File: src/rtl/attempt_guard.sv
// Attempt guard: turns PIN-checker verdicts into access grants, timed lockouts
// and sticky card retention, and gates new PIN entry through pin_enable.
//
// state    | meaning
// ---------+---------------------------------------------------------------
// ARMED    | idle, accepting verdicts, counting consecutive failures
// GRANT    | access_granted high, timer counting the grant window down
// LOCKED   | lockout in progress, timer counting the lockout down
// RETAINED | card kept; only reset leaves this state
module attempt_guard #(
  parameter int MAX_TRIES    = 3,
  parameter int MAX_LOCKOUTS = 2,
  parameter int LOCK_CYCLES  = 1000,
  parameter int GRANT_CYCLES = 100,
  parameter int LW           = 16
) (
  input  logic          clk,
  input  logic          reset,
  input  logic          correct,
  input  logic          incorrect,
  output logic          pin_enable,
  output logic          access_granted,
  output logic          locked,
  output logic          card_retained,
  output logic [1:0]    fail_count,
  output logic [LW-1:0] lock_remaining,
  output logic          verdict_err
);

  typedef enum logic [1:0] {
    ARMED    = 2'd0,
    GRANT    = 2'd1,
    LOCKED   = 2'd2,
    RETAINED = 2'd3
  } state_t;

  state_t        state, state_nx;
  logic [LW-1:0] timer, timer_nx;
  logic [1:0]    fail_cnt, fail_nx;
  logic [1:0]    lock_cnt, lock_nx;
  logic [1:0]    fail_inc, lock_inc;
  logic          err_q, err_nx;
  logic          correct_q, incorrect_q;
  logic          ev_ok, ev_bad;

  assign ev_ok    = correct & ~correct_q;
  assign ev_bad   = incorrect & ~incorrect_q;
  assign fail_inc = fail_cnt + 2'd1;
  assign lock_inc = lock_cnt + 2'd1;

  always_ff @(posedge clk) begin
    if (!reset) begin
      state       <= ARMED;
      timer       <= '0;
      fail_cnt    <= 2'd0;
      lock_cnt    <= 2'd0;
      err_q       <= 1'b0;
      // edge registers start high so a level held across reset is not an event
      correct_q   <= 1'b1;
      incorrect_q <= 1'b1;
    end else begin
      state       <= state_nx;
      timer       <= timer_nx;
      fail_cnt    <= fail_nx;
      lock_cnt    <= lock_nx;
      err_q       <= err_nx;
      correct_q   <= correct;
      incorrect_q <= incorrect;
    end
  end

  always_comb begin
    state_nx = state;
    timer_nx = timer;
    fail_nx  = fail_cnt;
    lock_nx  = lock_cnt;
    err_nx   = 1'b0;
    case (state)
      ARMED: begin
        if (ev_bad) begin
          err_nx = ev_ok;
          if (fail_inc == 2'(MAX_TRIES)) begin
            fail_nx = 2'd0;
            if (lock_inc == 2'(MAX_LOCKOUTS)) begin
              state_nx = RETAINED;
            end else begin
              state_nx = LOCKED;
              timer_nx = LW'(LOCK_CYCLES - 1);
              lock_nx  = lock_inc;
            end
          end else begin
            fail_nx = fail_inc;
          end
        end else if (ev_ok) begin
          state_nx = GRANT;
          timer_nx = LW'(GRANT_CYCLES - 1);
          fail_nx  = 2'd0;
          lock_nx  = 2'd0;
        end
      end
      GRANT, LOCKED: begin
        if (timer == '0) begin
          state_nx = ARMED;
        end else begin
          timer_nx = timer - LW'(1);
        end
      end
      RETAINED: begin
        state_nx = RETAINED;
      end
      default: begin
        state_nx = ARMED;
        timer_nx = '0;
        fail_nx  = 2'd0;
        lock_nx  = 2'd0;
      end
    endcase
  end

  assign pin_enable     = (state == ARMED);
  assign access_granted = (state == GRANT);
  assign locked         = (state == LOCKED);
  assign card_retained  = (state == RETAINED);
  assign fail_count     = fail_cnt;
  assign lock_remaining = (state == LOCKED) ? timer + LW'(1) : '0;
  assign verdict_err    = err_q;

endmodule

File: config.mk
export PLATFORM = sky130hd
export DESIGN_NAME = attempt_guard
export DESIGN_NICKNAME = d
export VERILOG_FILES = /design/src/rtl/attempt_guard.sv
export SDC_FILE = /design/constraint.sdc
export NUM_CORES = 1
export LEC_CHECK = 0
export BUFFER_PORTS_ARGS = -buffer_cell sky130_fd_sc_hd__buf_2
export CAP_MARGIN = 40
export CORE_ASPECT_RATIO = 0.6
export CORE_UTILIZATION = 49
export CTS_CLUSTER_SIZE = 14
export DETAILED_ROUTE_END_ITERATION = 12
export PLACE_DENSITY = 0.79
export SETUP_SLACK_MARGIN = 0.15
export SYNTH_ARGS = -nofsm -noshare
export SYNTH_HDL_FRONTEND = slang
export SYNTH_SLANG_ARGS = --single-unit
File: constraint.sdc
create_clock -name clk -period 2.7 [get_ports clk]
set_input_delay 0.135 -clock clk [delete_from_list [all_inputs] [get_ports clk]]
set_output_delay 0.135 -clock clk [all_outputs]
set_load 0.005 [all_outputs]
==> run metrics <==
outcome=finished clean; Num CTS Buffers=3; layout overhead on the synthesized area=11.7%; first-pass GRT wire length=7.13 mm; worst-path maximum fanout=5; post-synth top area share=28.1%; Post-CTS Setup Inserts=0; Area contributors post-synth=dfxtp_1, ha_1, a21oi_1, and2_1, o21ai_0; slew margin rel.=55.2%; distinct cell type count after synthesis=between 40 and 50; 1st-iter DRT viols=between 100 and 150; final worst setup slack=0.279 ns; Area after DPL=0.00194 mm²; crit-path leading delay family=simple AND/OR/NAND/NOR gates; worst slew pin tran=between 0.6 and 0.7 ns; total negative slack=0 ns; final worst path period share=approximately 90%; metal1 wirelength=around 2.2 mm; post-synthesis register bit count=25; prevailing post-synth register cell=dfxtp_1; CTS clock-pin slew for the worst setup and hold paths=~0.09 ns; type of the worst setup path=flop to flop; Data arrival, critical path=2.63 ns; Worst setup EP type=flop; Hold Path Stages=2; met2 wire length=1.62 mm; Worst Hold Class=input port to flop; clock sinks=25; largest net degree at the start of global routing=18; CP max stage cell=or4_4; syn_nets=248; die area=0.00388 mm²; hold_ws=0.0597 ns; maxcap violations=0; TritonRoute pass-1 iters=4; die height=48.7 µm; # rows=16; Power Dens Cells=between 700 and 800 mW/mm²; CP Cell Sequence=inv_1, ha_1, or3b_4, o221a_4, or4_4, or4_1, a21oi_1; CTS tree=done; hold worst-path end=correct_q; RSZ-0062 raised after global routing=false; Slew Limit Fails=0; Final HPWL DP=3.19 mm; share of flip-flops with an asynchronous set or reset=0%; commonest cells after routing, fill and taps aside=buf_2, dfxtp_1, nor2_1; reg2reg end=timer[12]; sequential share of the synthesized area=28.1%; Placement Setup Slack=0.307 ns; Tot Pwr=1.55 mW; final setup vio count=0; mean area per synthesized cell=7.54 µm²; I/O pins=27; Reg2Reg Depth=7; Clock Root Buffer=clkbuf_8; met3 wire length=slightly below 300 µm; Resized cells post-CTS=0; uppermost layer routed=met4; Via Count=1745; gpl congestion=between 0.9 and 1; hold buffer count at cts=0; H-tree depth=1; DIE WIDTH=79.8 µm; Total Nets Final=269; Max clock buf depth=2; layout cells sized above 1=15.2%; number of global-route vias before repair=roughly 1600; DR DRC count=0; Worst setup SP type=flop; HP Start=correct; Post-Syn Area=0.00178 mm²; commonest non-fill, non-tap cell in the layout=buf_2; wire per inst=13.8 µm; data required time of the worst path=2.91 ns; worst path bufs/invs=1; EDFF count, synth=0; top cell type by total area after synthesis=dfxtp_1; fin crit period=about 2.4 ns; initial antenna violation count=0; final instance area=0.00199 mm²; reg2reg setup slack=0.28 ns; slowest stage delay, CP=0.55 ns; Worst Skew=0.00204 ns; ANT cells=0; VDD IR-drop max=~0.00040 V; R2R Path Start=lock_cnt[1]; Final Hold Viols=0; Mapped Cells=236; Total GRT Usage=23.2%; initial core utilization=52.9%; Leak=0.837 nW; I/O Buffers=26; Fmax=413 MHz; WL final=4.15 mm; Yosys warning count=0; final antenna-violating net count=0; global route overflow=0; Clock Latency Late Sink=0.27 ns; Core ar.=0.00336 mm²; routed vias/inst=5.80
[how the worst max path moves through the flow]
stage                           start        end  slack [ns]  cells after the start
after detailed placement  lock_cnt[1]  timer[12]        0.31                      7
after floorplan           lock_cnt[1]  timer[12]        0.38                      7
after global routing      lock_cnt[1]  timer[12]        0.16                      7
after CTS                 lock_cnt[1]  timer[12]        0.28                      7
after global placement    lock_cnt[1]  timer[12]        0.34                      7
final                     lock_cnt[1]  timer[12]        0.28                      7
[routing by layer]
metal	global-route usage [%]	up-vias
li1	-	881
met1	36.1	807
met2	32.6	53
met3	4.53	4
met4	4.76	0
met5	0	-
[kinds of logic after synthesis]
group	count (synthesis)	share of synthesized area [%]
AOI/OAI and AO/OA	52	17.9
xor gates and xnor gates	14	6.89
adders and majority gates	8	5.63
buffers and inverters	23	4.85
DFF	25	28.1
muxes	2	1.13
and+or+nand+nor	112	35.4
[layout make-up]
cell class	instances	area, µm²
fillers	319	1380
multi-input cells	188	1190
flip-flops and latches	25	500
repair buffers	30	160
well taps	45	56.3
clock buffers	4	45.0
inverters	9	33.8
[worst reg2reg max path: cells and delay by family (launching register included)]
family,cells,cell delay (ns)
fa+ha+maj,1,0.17
compound gates,2,0.46
buf+inv,1,0.04
flops,1,0.34
simple gates,3,1.36
[sequential cells by signal, summed over array words and instances (netlist names)]
register,flops
timer,16
state,2
incorrect_q,1
verdict_err,1
correct_q,1
fail_count,2
lock_cnt,2
[report_power, final]
group | switching [mW] | internal [mW] | total [mW]
clock | 0.121 | 0.106 | 0.227
sequential | 0.137 | 0.435 | 0.572
combinational | 0.437 | 0.318 | 0.755
total | 0.695 | 0.860 | 1.55
[metrics by stage]
stage	cells	util, %
floorplan	236	-
global placement	297	57.8
detailed placement	297	57.8
CTS	301	59.1
global route	301	59.1
finish	301	59.1
[synthesized netlist by cell type, drive strengths merged, types with 3 or more instances]
cell,number
dfxtp,25
nor2,18
a21oi,17
o21ai,17
clkbuf,14
nand2,14
and2,13
nand3,13
nor3,9
ha,8
inv,8
xnor2,8
or3,7
nand2b,6
or4,6
xor2,6
and3,4
nand3b,4
nand4,4
nor2b,4
nor4,4
o31ai,3
(Power assumes the default switching activity.)
